$ cat src/rtl/afifo_rd_arbiter.sv
// Round-robin read arbiter for the read side of an async FIFO: grants one requester
// at a time, pops up to MAX_BURST words for it and drops the grant on empty timeout.
module afifo_rd_arbiter #(
    parameter int NUM_REQ        = 4,
    parameter int DATA_WIDTH     = 8,
    parameter int MAX_BURST      = 4,
    parameter int MAX_EMPTY_WAIT = 16
) (
    input  logic                       rclk,
    input  logic                       rrst_n,
    input  logic [NUM_REQ-1:0]         req,
    input  logic                       rempty,
    input  logic [DATA_WIDTH-1:0]      rdata,
    output logic                       rinc,
    output logic [NUM_REQ-1:0]         gnt,
    output logic                       dvalid,
    output logic [DATA_WIDTH-1:0]      dout,
    output logic [$clog2(NUM_REQ)-1:0] did,
    output logic [NUM_REQ-1:0]         timeout,
    output logic                       busy
);

    localparam int IDW = $clog2(NUM_REQ);
    localparam logic [7:0] BURST_LIMIT = 8'(MAX_BURST);
    localparam logic [7:0] WAIT_LIMIT  = 8'(MAX_EMPTY_WAIT);
    localparam logic [NUM_REQ-1:0] ONE = {{(NUM_REQ-1){1'b0}}, 1'b1};

    typedef enum logic [1:0] {
        IDLE    = 2'd0,
        GRANT   = 2'd1,
        RELEASE = 2'd2
    } state_t;

    state_t         state;
    logic [IDW-1:0] owner;
    logic [IDW-1:0] last;
    logic [IDW-1:0] winner;
    logic [7:0]     burst_cnt;
    logic [7:0]     stall_cnt;
    logic [7:0]     burst_inc;
    logic [7:0]     stall_inc;

    // Offsets are scanned from the farthest down to the nearest so the nearest hit after 'last' wins.
    function automatic logic [IDW-1:0] rr_pick(input logic [NUM_REQ-1:0] r,
                                               input logic [IDW-1:0]     l);
        logic [IDW-1:0] pick;
        int             idx;
        pick = l;
        for (int i = NUM_REQ; i >= 1; i--) begin
            idx = (int'(l) + i) % NUM_REQ;
            if (r[idx]) begin
                pick = IDW'(idx);
            end
        end
        return pick;
    endfunction

    assign winner    = rr_pick(req, last);
    assign burst_inc = (burst_cnt == 8'hFF) ? burst_cnt : burst_cnt + 8'd1;
    assign stall_inc = (stall_cnt == 8'hFF) ? stall_cnt : stall_cnt + 8'd1;
    assign rinc      = (state == GRANT) & req[owner] & ~rempty & (burst_cnt < BURST_LIMIT);
    assign busy      = (state != IDLE);

    // The grant is held through RELEASE and cleared on leaving it, giving one idle cycle between owners.
    always_ff @(posedge rclk or negedge rrst_n) begin
        if (!rrst_n) begin
            state     <= IDLE;
            gnt       <= '0;
            owner     <= '0;
            last      <= IDW'(NUM_REQ - 1);
            burst_cnt <= '0;
            stall_cnt <= '0;
            dvalid    <= 1'b0;
            dout      <= '0;
            did       <= '0;
            timeout   <= '0;
        end else begin
            dvalid  <= 1'b0;
            timeout <= '0;
            case (state)
                IDLE: begin
                    if (|req) begin
                        owner     <= winner;
                        gnt       <= ONE << winner;
                        burst_cnt <= '0;
                        stall_cnt <= '0;
                        state     <= GRANT;
                    end
                end
                GRANT: begin
                    if (rinc) begin
                        dout      <= rdata;
                        did       <= owner;
                        dvalid    <= 1'b1;
                        burst_cnt <= burst_inc;
                        stall_cnt <= '0;
                        if (burst_inc >= BURST_LIMIT) begin
                            state <= RELEASE;
                        end
                    end else if (!req[owner]) begin
                        state <= RELEASE;
                    end else if (rempty) begin
                        stall_cnt <= stall_inc;
                        if (stall_inc >= WAIT_LIMIT) begin
                            timeout <= ONE << owner;
                            state   <= RELEASE;
                        end
                    end
                end
                RELEASE: begin
                    gnt   <= '0;
                    last  <= owner;
                    state <= IDLE;
                end
                default: begin
                    state <= IDLE;
                end
            endcase
        end
    end

endmodule

$ cat config.mk
export PLATFORM = sky130hd
export DESIGN_NAME = afifo_rd_arbiter
export DESIGN_NICKNAME = d
export VERILOG_FILES = /design/src/rtl/afifo_rd_arbiter.sv
export SDC_FILE = /design/constraint.sdc
export NUM_CORES = 1
export LEC_CHECK = 0
export CORE_ASPECT_RATIO = 0.6
export CORE_UTILIZATION = 45
export CTS_BUF_LIST = sky130_fd_sc_hd__clkbuf_4 sky130_fd_sc_hd__clkbuf_8 sky130_fd_sc_hd__clkbuf_16
export CTS_CLUSTER_DIAMETER = 30
export CTS_CLUSTER_SIZE = 40
export DETAILED_ROUTE_END_ITERATION = 6
export PLACE_DENSITY = 0.7
export SLEW_MARGIN = 20
export SYNTH_ARGS = -nofsm -noshare
export SYNTH_HDL_FRONTEND = slang
export SYNTH_SLANG_ARGS = --single-unit
export TNS_END_PERCENT = 1
$ cat constraint.sdc
create_clock -name rclk -period 4 [get_ports rclk]
set_input_delay 0.8 -clock rclk [delete_from_list [all_inputs] [get_ports rclk]]
set_output_delay 0.8 -clock rclk [all_outputs]
set_load 0.01 [all_outputs]
==> results of run 1 <==
where the power goes:
part	internal, mW	leakage [nW]	switching (mW)
clock network	0.194	0.0588	0.142
registers	0.524	0.540	0.0787
logic	0.283	0.546	0.312
area by class of cell:
class,instances,area share [%]
clock buffers,6,3.117
clock inverters,2,1.584
inverters,10,1.533
multi-input cells,133,33.83
flip-flops and latches,41,42.00
well taps,57,2.913
repair buffers,38,15.02
stage by stage:
stage,hold slack (ns),worst slack [ns],cells
2_1_floorplan,0.4705,1.318,189
3_3_place_gp,0.4588,0.5435,279
3_5_place_dp,0.4613,0.5168,279
4_1_cts,0.4814,0.5174,287
5_1_grt,0.5108,0.4043,287
6_report,0.4763,0.5247,287
registers in the layout, summed over array words and instances, names as in the netlist:
| name | count |
|---|---|
| last | 2 |
| gnt | 4 |
| burst_cnt | 8 |
| owner | 2 |
| timeout | 4 |
| did | 2 |
| stall_cnt | 8 |
| state | 2 |
| dvalid | 1 |
| dout | 8 |
logic make-up (layout without fill, tap and decap cells):
logic type,after synthesis,count (layout),synth area share [%]
flip-flops,41,41,53.45
AO/OA/AOI/OAI,38,38,15.35
buffers and inverters,15,56,3.511
adder cells (fa/ha/maj),2,2,1.300
XOR/XNOR,2,2,0.9104
multiplexers,8,8,4.421
AND/OR/NAND/NOR,83,83,21.07
cells in the final DEF (no fill, tap or decap), types with 2 or more instances in the layout:
cell type        Yosys  final
mux2i_1              4      4
a31oi_1              3      3
nor2b_1              2      2
a22oi_1              2      2
o21ai_0              9      9
inv_1                9      9
a32o_1               2      2
dfstp_2              2      2
nand4_1              2      2
clkdlybuf4s50_1      0     34
ha_1                 2      2
nor3_1               7      7
mux2_2               3      3
or2_2                2      2
and2_1               3      3
a311oi_1             3      3
and3_1               6      6
nand2_1             37     37
nand3_1              6      6
a21o_2               2      2
a21oi_1              7      7
dfrtp_1             39     39
buf_4                1      3
nor2_1              10     10
clkbuf_8             0      5
how the worst min path moves through the flow:
stage                         from       end  slack, ns  cells past startpoint
after floorplan           state[1]  state[1]       0.47                      1
after detailed placement   dout[6]   dout[6]       0.46                      2
after global routing       dout[4]   dout[4]       0.51                      2
final                      dout[0]   dout[0]       0.48                      2
after global placement     dout[0]   dout[0]       0.46                      2
after CTS                  dout[6]   dout[6]       0.48                      2
critical path, cell delays in order:
cell             delay, ns
clkdlybuf4s50_1       0.47
or4_4                 0.47
nor4_2                0.23
nand2_2               0.11
inv_2                 0.07
clkdlybuf4s50_1       0.53
layer usage:
metal,up-vias,part of all wire (%)
li1,748,-
met1,743,50
met2,43,44
met3,2,5.6
met4,0,0.40
met5,-,0
==> results by group, run 1 <==
Critical path
  – Required time worst endpoint: 3.20 ns
  – Worst reg-to-reg setup slack: roughly 1.8 ns
  – Worst r2r path cells: 6
  – CP endpoint kind: output pin
  – CP endpoint: rinc
  – Type of origin of the critical path: primary input
  – Arrival @ worst endpoint: approximately 2.7 ns
  – Maximum net fanout on the critical path: 3
  – Setup crit start: rempty
  – Worst r2r src: stall_cnt[0]
  – CP Class: in -> out
  – R2r endpoint: state[1]

CTS
  – CTS tree: built
  – Clock root cell: clkbuf_8
  – Cts repair resizes: 0
  – H-tree Lvls: 2
  – Skew-Pair Late Insertion Delay: ~0.29 ns
  – Clock tree buffer depth: 2
  – Worst-path clk slew: 0.08 ns
  – CTS Hold Bufs: 0
  – CTS sink cnt: 41
  – Post-CTS setup buffer count: 0
  – Inserted Clock Buffers: 5

Timing
  – RSZ-0062 raised after global routing: no
  – Max-slew headroom: around 41%
  – Setup TNS: 0 ns
  – Finish-stage setup viols: 0
  – Final hold vios: 0
  – Minimum clock period: roughly 3.5 ns
  – Fmax achieved: approximately 290 MHz
  – Skew final: approximately 0.0093 ns
  – Final max-slew violation count: 0
  – Period utilization: between 80% and 90%
  – Worst slew pin tran: about 0.88 ns

Synth
  – Number of synthesized flops with an enable pin: 0
  – Synth area leaders: dfrtp_1, nand2_1, dfstp_2, o21ai_0, mux2i_1
  – Post-synth top area cell: dfrtp_1
  – Synth top cells by count: dfrtp_1, nand2_1, nor2_1
  – Yosys cell types: between 40 and 50
  – Synth async-reset ratio: 100.0%
  – Syn Std Cell Area: just under 0.002 mm²
  – Top-area cell type share of the netlist area: approximately half
  – Net Count, Synth: between 200 and 250
  – Top FF cell, synth: dfrtp_1
  – Post-synthesis sequential area ratio: 53.45%
  – Cells after synthesis: approximately 190
  – Most instantiated library cell after synthesis: dfrtp_1
  – Synth Warn #: 0
  – Synth Register Bits: 41
  – Mean Syn Cell Area: roughly 10 µm²

Global routing
  – Met3 Use GR: approximately 5.2%
  – Global Route met1 Usage: a little under a third
  – Pin count of the biggest net entering global routing: 42
  – Global routing's busiest layer: met1
  – GRT Overall Usage: 20.53%
  – Total grt overflow: 0
  – First-pass GRT wire length: ~6800 µm
  – Met2 global-route usage: 29.89%
  – Antenna violations before repair: 0
  – Via count of the first global-routing pass: around 1400

Placement
  – GPL Wtd Cong: 0.8253
  – DP HPWL: about 3100 µm
  – Port Buf Inserts: 35
  – Placed inst area: ~0.0023 mm²

Floorplanning
  – Ports: 36
  – Core footprint: 0.003871 mm²
  – Initial Util: ~50%
  – Die Wd: 86.42 µm
  – Rows: 17
  – Die area: 0.004550 mm²
  – Die Y: 52.66 µm

Pwr
  – Leak: approximately 1.1 nW
  – Pwr Total: roughly 1.5 mW
  – Worst VDD drop: between 0.2 and 0.3 mV
  – PwrDens: ~630 mW/mm²

Cells and area
  – Layout cells sized above 1: a little over an eighth
  – Design area: 0.002449 mm²
  – End-of-flow core utilization: between 60% and 70%
  – Final net count: ~250
  – Multi-input logic area: between 800 and 900 µm²
  – Ant diodes: 0
  – Register Area: 0.001028 mm²
  – P&R area growth vs syn: 27.24%
  – Filler cells: ~300

Detailed routing
  – Antenna Nets Post-Route: 0
  – Initial DRC Count: 144
  – Drt pass-1 iters: 6
  – Drt drc: 0
  – Via density per instance: around 5.4
  – Routed len/inst: 14.78 µm
  – Routed via count: between 1500 and 2000
  – Drt total wl: 4241 µm

Hold path
  – Worst Hold Class: reg -> reg

Outcome
  – Outcome: finished, final reports clean

Flow run
  – Max-Cap Viols: 0
Power figures use the tool's default switching activity.
==> run 2: changes to the inputs <==
- SKIP_CTS_REPAIR_TIMING: unset -> 1
==> results of run 2 <==
Same layout as run 1: the final DEF is identical, and so are final timing and power.
